**src/rtl/pc_unit.sv**
```systemverilog
// Fetch program counter with next-PC select, fetch handshake,
// misalignment trap and a circular return-address stack.
module pc_unit #(
  parameter int            AW        = 32,
  parameter logic [AW-1:0] RESET_VEC = AW'(32'h0000_0000),
  parameter logic [AW-1:0] EXC_VEC   = AW'(32'h0000_0040),
  parameter int            INC       = 4,
  parameter int            RAS_DEPTH = 4
) (
  input  logic          clk,
  input  logic          rst,
  input  logic          stall_i,
  input  logic          redirect_i,
  input  logic [AW-1:0] redirect_pc_i,
  input  logic          exc_i,
  input  logic          call_i,
  input  logic [AW-1:0] call_ret_i,
  input  logic          ret_i,
  input  logic          fetch_ready_i,
  output logic [AW-1:0] pc_o,
  output logic [AW-1:0] pca4_o,
  output logic          fetch_valid_o,
  output logic          misalign_o,
  output logic          ras_empty_o
);

  localparam int PW = $clog2(RAS_DEPTH);

  typedef enum logic [1:0] {
    S_BOOT,
    S_RUN,
    S_TRAP
  } state_t;

  state_t        r_state;
  logic [AW-1:0] r_pc;
  logic [AW-1:0] r_ras [RAS_DEPTH];
  logic [PW-1:0] r_ptr;
  logic [PW:0]   r_cnt;

  logic          w_active;
  logic          w_run;
  logic          w_empty;
  logic          w_push;
  logic          w_pop;
  logic          w_seq;
  logic          w_jump;
  logic [PW-1:0] w_top_idx;
  logic [AW-1:0] w_top;
  logic [AW-1:0] w_pc_nxt;

  assign w_active  = (r_state != S_BOOT);
  assign w_run     = (r_state == S_RUN);
  assign w_empty   = (r_cnt == '0);
  assign w_jump    = exc_i | redirect_i;
  assign w_top_idx = r_ptr - PW'(1);
  assign w_top     = r_ras[w_top_idx];

  assign w_push = w_active & call_i & ~exc_i;
  assign w_pop  = w_run & ret_i & ~w_empty
                & ~exc_i & ~redirect_i;
  assign w_seq  = fetch_valid_o & fetch_ready_i
                & ~stall_i;

  assign pc_o          = r_pc;
  assign pca4_o        = r_pc + AW'(INC);
  assign misalign_o    = (r_pc[1:0] != 2'b00);
  assign fetch_valid_o = w_run & ~misalign_o;
  assign ras_empty_o   = w_empty;

  always_comb begin
    w_pc_nxt = r_pc;
    if (!w_active)       w_pc_nxt = r_pc;
    else if (exc_i)      w_pc_nxt = EXC_VEC;
    else if (redirect_i) w_pc_nxt = redirect_pc_i;
    else if (w_pop)      w_pc_nxt = w_top;
    else if (w_seq)      w_pc_nxt = r_pc + AW'(INC);
  end

  always_ff @(posedge clk or posedge rst) begin
    if (rst) begin
      r_state <= S_BOOT;
      r_pc    <= RESET_VEC;
    end else begin
      r_pc <= w_pc_nxt;
      unique case (r_state)
        S_BOOT: r_state <= S_RUN;
        S_RUN: begin
          if (w_jump)          r_state <= S_RUN;
          else if (misalign_o) r_state <= S_TRAP;
        end
        S_TRAP: begin
          if (w_jump) r_state <= S_RUN;
        end
        default: r_state <= S_BOOT;
      endcase
    end
  end

  // Push+pop in one cycle rewrites the top in place.
  always_ff @(posedge clk or posedge rst) begin
    if (rst) begin
      r_ptr <= '0;
      r_cnt <= '0;
      for (int i = 0; i < RAS_DEPTH; i++)
        r_ras[i] <= '0;
    end else if (w_active & exc_i) begin
      r_ptr <= '0;
      r_cnt <= '0;
    end else if (w_push & w_pop) begin
      r_ras[w_top_idx] <= call_ret_i;
    end else if (w_push) begin
      r_ras[r_ptr] <= call_ret_i;
      r_ptr        <= r_ptr + PW'(1);
      if (r_cnt != (PW+1)'(RAS_DEPTH))
        r_cnt <= r_cnt + (PW+1)'(1);
    end else if (w_pop) begin
      r_ptr <= r_ptr - PW'(1);
      r_cnt <= r_cnt - (PW+1)'(1);
    end
  end

endmodule

```
**config.mk**
```make
export PLATFORM = sky130hd
export DESIGN_NAME = pc_unit
export DESIGN_NICKNAME = d
export VERILOG_FILES = /design/src/rtl/pc_unit.sv
export SDC_FILE = /design/constraint.sdc
export NUM_CORES = 1
export LEC_CHECK = 0
export CAP_MARGIN = 20
export CORE_UTILIZATION = 54
export DETAILED_ROUTE_END_ITERATION = 10
export HOLD_SLACK_MARGIN = 0.05
export PLACE_DENSITY = 0.86
export SYNTH_ARGS = -nofsm -noshare
export SYNTH_HDL_FRONTEND = slang
export SYNTH_SLANG_ARGS = --single-unit
```
**constraint.sdc**
```tcl
create_clock -name clk -period 6.3 [get_ports clk]
set_input_delay 1.26 -clock clk [delete_from_list [all_inputs] [get_ports clk]]
set_output_delay 1.26 -clock clk [all_outputs]
set_load 0.005 [all_outputs]
```
==> results.yml, run 1 <==
pwr:
  ir_drop_uv: 270
  leakage_nw: 4.48
  internal_power_mw: 3.39
  p_per_area_nw_per_um2: 462
  p_sw_mw: 1.66
  swShare_pct: 32.8
  comb_power_share_pct: 40.9
  power_frac_clock_pct: 21.0
  pwr-share-seq_pct: 38.1
floorplanning:
  core_area_um2: 15900
  initial_core_util_pct: 55.4
  ioPinCount: 139
  rows: 46
  die-area_um2: 16800
  die_height_um: 130
  die_w_um: 130
logic_synthesis:
  synthArstFlopShare_pct: 100
  syn_area_um2: 8800
  synth_top_area_share_pct: 47.5
  synth_top_cell_by_area: "dfrtp_1"
  ys_types: 72
  syn_nets: 784
  synth_area_leaders: "dfrtp_1, mux2_2, mux4_2, mux2_1, xnor2_1"
  synth_area_per_cell_um2: 12.5
  synthCells: 705
  seq_area_frac_synth_pct: 47.5
  yosys_warnings: 0
  ys_ff_latch: 167
  ys.flop_type: "dfrtp_1"
  synth_edf_count: 0
routing:
  drt_iter0_markers: 533
  wl_met1_um: 9330
  top_layer: "met4"
  wl_met3_um: 1850
  drt-total-wl_um: 22400
  wl_met2_um: 10700
  vias_per_cell: 6.24
  drt_first_pass_iters: 6
  vias: 6586
  wl_per_cell_um: 21.2
  drc: 0
  drtAntennaViolNets: 0
run_status:
  status: "completed"
timing:
  final_max_slew_viol_count: 0
  period_share_pct: 69.2
  setup_viol: 0
  fmax_mhz: 229
  relSlewSlack_pct: 46.1
  tightest_slew_ns: 0.807
  fin_skew_ns: 0.00789
  finalCriticalPeriod_ns: 4.36
  hold_viol: 0
  rsz0062_at_grt: "false"
  fin_tns_setup_ns: 0
critical_path:
  path_class: "register to output port"
  cp_max_fo: 8
  cp-start-kind: "register"
  crit_required_ns: 5.04
  cp.arrival_ns: 3.10
  end_kind: "output port"
cells_and_area:
  final_nets: 908
  n_antenna_cell: 0
  multi_input_area_um2: 4330
  fin_util_pct: 68.8
  drive_above_1_share_pct: 25.4
  nFillCells: 1086
  syn_to_final_growth_pct: 24.2
  regArea_um2: 4180
  fin_cells: 1056
run:
  cap_violations: 0
place:
  place_hpwl_um: 15600
  gp_congestion: 0.931
  placed_cells: 1025
  io_buffers: 138
clock_tree:
  clk_pin_slew_ns: 0.06
  cts_sinks: 167
  htree_levels: 4
  postCtsHoldBufs: 0
  cts_resized: 0
  cts_made_buffers: 17
  root_buffer: "clkbuf_16"
  insertion_delay_ns: 0.43
  cts_tree: "done"
  cts_setup_buffers: 0
  ctsLongestPathBuffers: 2
global_routing:
  antenna_found_initial: 0
  track_usage_pct: 28.2
  grt_max_degree: 74
  grt-ovfl-total: 0
  grt_pass1_wl_um: 35500
  grt_pass1_vias: 6511
min_path:
  hp-class: "register to register"
-- routing by layer --
layer / up-vias / GRT usage (%)
met5: - / 0
met4: 0 / 11.3
met3: 35 / 4.95
met2: 365 / 44.8
met1: 3297 / 38.5
li1: 2889 / -
-- registers in the layout (all words and copies together), names as in the netlist --
signal	cells
r_ras	128
r_state	2
pc_o	32
r_ptr	2
r_cnt	3
-- layout by cell type, fill, tap and decap left out, types with 14 or more instances in the layout --
| cell | instances |
|---|---|
| xnor2_1 | 21 |
| nor2_1 | 22 |
| mux2_2 | 108 |
| nand3_1 | 16 |
| a21oi_1 | 14 |
| clkdlybuf4s50_1 | 138 |
| o21ai_0 | 20 |
| clkbuf_16 | 17 |
| mux4_2 | 32 |
| nand2_1 | 45 |
| inv_1 | 15 |
| dfrtp_1 | 167 |
| mux2_1 | 20 |
| buf_4 | 14 |
-- critical path: stages (launching register included) --
cell and delay [ns]:
dfrtp_1 0.49, ha_1 0.25, and3_1 0.26, nand4_1 0.32, nor4_1 0.65, xnor2_1 0.19, clkdlybuf4s50_1 0.52
-- through the flow --
step | total power, mW | hold slack (ns) | worst slack, ns | instance area (µm²)
floorplan | 3.20 | 0.452 | 0.522 | 8800
global placement | 3.87 | 0.462 | 2.08 | 10300
detailed placement | 3.97 | 0.470 | 2.01 | 10300
CTS | 5.05 | 0.483 | 2.02 | 10900
global route | 5.32 | 0.497 | 1.78 | 10900
finish | 5.05 | 0.482 | 1.94 | 10900
-- Yosys cell counts, drive strengths merged (5+ instances only) --
library cell,number
clkbuf,14
xnor2,21
inv,18
a22oi,9
nand4,9
and4,5
a31oi,6
nor4,5
o21a,9
a31o,6
nand2b,7
nand3,16
and3,6
o22ai,6
a21oi,18
mux2,128
nor2,22
nor3,7
buf,33
nand2,45
o41ai,7
o21ai,21
a32o,9
dfrtp,167
xor2,7
ha,6
and2,5
o31ai,10
mux4,32
-- power groups by stage --
stage          clock network [mW]  logic (mW)  registers [mW]
2_1_floorplan                   0        1.39            1.81
3_3_place_gp                    0        1.99            1.89
3_5_place_dp                    0        2.05            1.92
4_1_cts                      1.07        2.06            1.91
5_1_grt                      1.11        2.22            1.99
6_report                     1.06        2.07            1.92
-- area by class of cell --
type,count,share of cell area (%)
well taps,216,2.47
repair buffers,152,13.6
clock buffers,21,4.30
multi-input cells,473,39.6
clock inverters,9,1.14
flip-flops and latches,167,38.2
inverters,18,0.664
-- worst paths after layout --
path / end / depth (start not counted) / start / slack, ns
hold / removal: r_ras[58]$_DFFE_PP0P_ / 1 / r_ras[58]$_DFFE_PP0P_ / 0.48
setup / recovery: pca4_o[30] / 6 / pc_o[2]$_DFFE_PP0P_ / 1.94
hold reg to reg: r_ras[58]$_DFFE_PP0P_ / 1 / r_ras[58]$_DFFE_PP0P_ / 0.48
setup reg to reg: pc_o[9]$_DFFE_PP0P_ / 8 / r_ptr[0]$_DFFE_PP0P_ / 2.84
max in group asynchronous: r_ras[15]$_DFFE_PP0P_ / 3 / rst / 3.90
min in group asynchronous: r_ras[23]$_DFFE_PP0P_ / 2 / rst / 1.32
-- cell families (layout without fill, tap and decap cells) --
logic type | after synthesis | after routing | share of synthesized area, %
mux | 161 | 161 | 24.7
xor+xnor | 28 | 28 | 2.79
compound gates | 134 | 134 | 11.7
buf+inv | 65 | 200 | 3.71
fa+ha+maj | 8 | 8 | 1.19
simple gates | 142 | 142 | 8.39
flops | 167 | 167 | 47.5
No activity file was read; power rests on OpenSTA's default activity.
==> run 2: changes to the inputs <==
CORE_UTILIZATION = 49   (was 54)
PLACE_DENSITY = 0.83   (was 0.86)
clock period = 3.8 ns   (was 6.3 ns; I/O delays follow)
==> run 2 against run 1 <==
  * Via count increased by 1.8%
  * Routed wire length increased by 1.3%
  * Core utilization decreased by 5.5 points
  * Largest cell class unchanged
==> results.yml, run 2 (synthesis gave the netlist of run 1 again) <==
clock_tree:
  root_buffer: "clkbuf_16"
  cts_sinks: 167
  ctsLongestPathBuffers: 2
  htree_levels: 4
  cts_made_buffers: 17
  cts_tree: "done"
  insertion_delay_ns: 0.43
  postCtsHoldBufs: 0
  clk_pin_slew_ns: 0.07
cells_and_area:
  regMostFlops: "r_ras"
  layout_commonest_cell: "dfrtp_1"
  layout_common_cells: "dfrtp_1, clkdlybuf4s50_1, mux2_2"
  final_nets: 914
  drive_above_1_share_pct: 26.4
  n_antenna_cell: 0
  syn_to_final_growth_pct: 25.4
  largest_reg_flops: 128
critical_path:
  cp_max_fo: 8
  cp_slowest_cell: "nor4_1"
  cp.arrival_ns: 2.96
  path_cells: "ha_1 > and3_1 > nand4_1 > nor4_1 > xnor2_1 > clkdlybuf4s50_1"
  path_class: "register to output port"
  end_kind: "output port"
  r2r_setup_slack_ns: 0.96
  crit_required_ns: 3.04
  crit_path_max_incr_delay_ns: 0.61
  cp-start-kind: "register"
timing:
  fin_tns_setup_ns: 0
  tightest_slew_ns: 0.887
  period_share_pct: 98.0
  setup_viol: 0
  finalHoldWorstSlack_ns: 0.485
  fin_skew_ns: 0.00606
  hold_viol: 0
  fmax_mhz: 269
  relSlewSlack_pct: 40.9
  setup_ws_ns: 0.0778
  finalCriticalPeriod_ns: 3.72
  rsz0062_at_grt: "false"
  final_max_slew_viol_count: 0
floorplanning:
  die_w_um: 136
  die_height_um: 136
  ioPinCount: 139
  initial_core_util_pct: 50.5
  core_area_um2: 17400
  rows: 48
  die-area_um2: 18500
global_routing:
  grt-ovfl-total: 0
  grt_max_degree: 168
  track_usage_pct: 25.7
  grt_pass1_wl_um: 36100
  grt_pass1_vias: 6646
  antenna_found_initial: 0
pwr:
  leakage_nw: 4.51
  power_frac_clock_pct: 21.1
  p_sw_mw: 2.78
  ir_drop_uv: 386
  pwr-share-seq_pct: 37.8
  p_per_area_nw_per_um2: 760
  internal_power_mw: 5.61
  comb_power_share_pct: 41.1
  swShare_pct: 33.1
min_path:
  hp-class: "register to register"
place:
  place_hpwl_um: 15500
  io_buffers: 138
  gp_congestion: 0.997
  place_worst_setup_slack_ns: 0.535
routing:
  wl_per_cell_um: 21.1
  drc: 0
  drt_iter0_markers: 603
  drt_first_pass_iters: 5
  vias_per_cell: 6.25
  vias: 6705
  drtAntennaViolNets: 0
  drt-total-wl_um: 22700
run:
  cap_violations: 0
run_status:
  status: "completed"
run 2: power by group through the flow:
stage,clock network (mW),registers [mW],logic (mW)
after floorplan,0,3.00,2.30
after global placement,0,3.11,3.33
after detailed placement,0,3.17,3.42
after CTS,1.78,3.16,3.45
after global routing,1.86,3.28,3.69
final,1.77,3.17,3.45
run 2: what timing repair did:
| item | in CTS | in global routing |
|---|---|---|
| setup buffers | 0 | 1 |
| gates resized for setup | 0 | 3 |
| endpoints found under the setup margin | 0 | 6 |
run 2: per-layer routing:
layer | part of all wire, % | vias to the layer above | global-route usage [%]
li1 | - | 2899 | -
met2 | 48 | 320 | 40.7
met5 | 0 | - | 0
met3 | 7.7 | 46 | 4.77
met4 | 2.2 | 0 | 9.44
met1 | 42 | 3440 | 35.3
run 2: area by class of cell:
type | instances | area [µm²]
multi-input combinational | 473 | 4340
clock buffer | 18 | 429
inverter | 18 | 71.3
sequential | 167 | 4180
timing repair buffer | 158 | 1560
fill | 1322 | 6390
clock inverter | 14 | 174
tap | 225 | 282
run 2: worst max-delay path, delay by kind of cell (launching register included):
kind / cells / cell delay [ns]
fa+ha+maj: 1 / 0.22
flops: 1 / 0.44
buf+inv: 1 / 0.51
xor+xnor: 1 / 0.18
simple gates: 3 / 1.17
run 2: final timing paths:
path                                            start                     to  cells after the start
worst max-delay path              pc_o[2]$_DFFE_PP0P_             pca4_o[28]                      6
worst min-delay path            r_ras[98]$_DFFE_PP0P_  r_ras[98]$_DFFE_PP0P_                      1
worst max register to register   r_ptr[1]$_DFFE_PP0P_   pc_o[16]$_DFFE_PP0P_                      7
worst min register to register  r_ras[98]$_DFFE_PP0P_  r_ras[98]$_DFFE_PP0P_                      1
max in group asynchronous                         rst    pc_o[2]$_DFFE_PP0P_                      3
min in group asynchronous                         rst  r_ras[92]$_DFFE_PP0P_                      3
run 2: stage by stage:
stage               instance area, µm²  power [mW]  instances  util, %
floorplan                         8800        5.30        705        -
global placement                 10400        6.44       1040     59.7
detailed placement               10400        6.59       1040     59.7
CTS                              11000        8.39       1072     63.2
global route                     11000        8.83       1073     63.3
finish                           11000        8.39       1073     63.3
==> run 3: changes to the inputs <==
HOLD_SLACK_MARGIN = 0.15   (was 0.05)
SLEW_MARGIN = 20   (was default)
==> results of run 3 <==
Same layout as run 2: the final DEF is identical, and so are final timing and power.
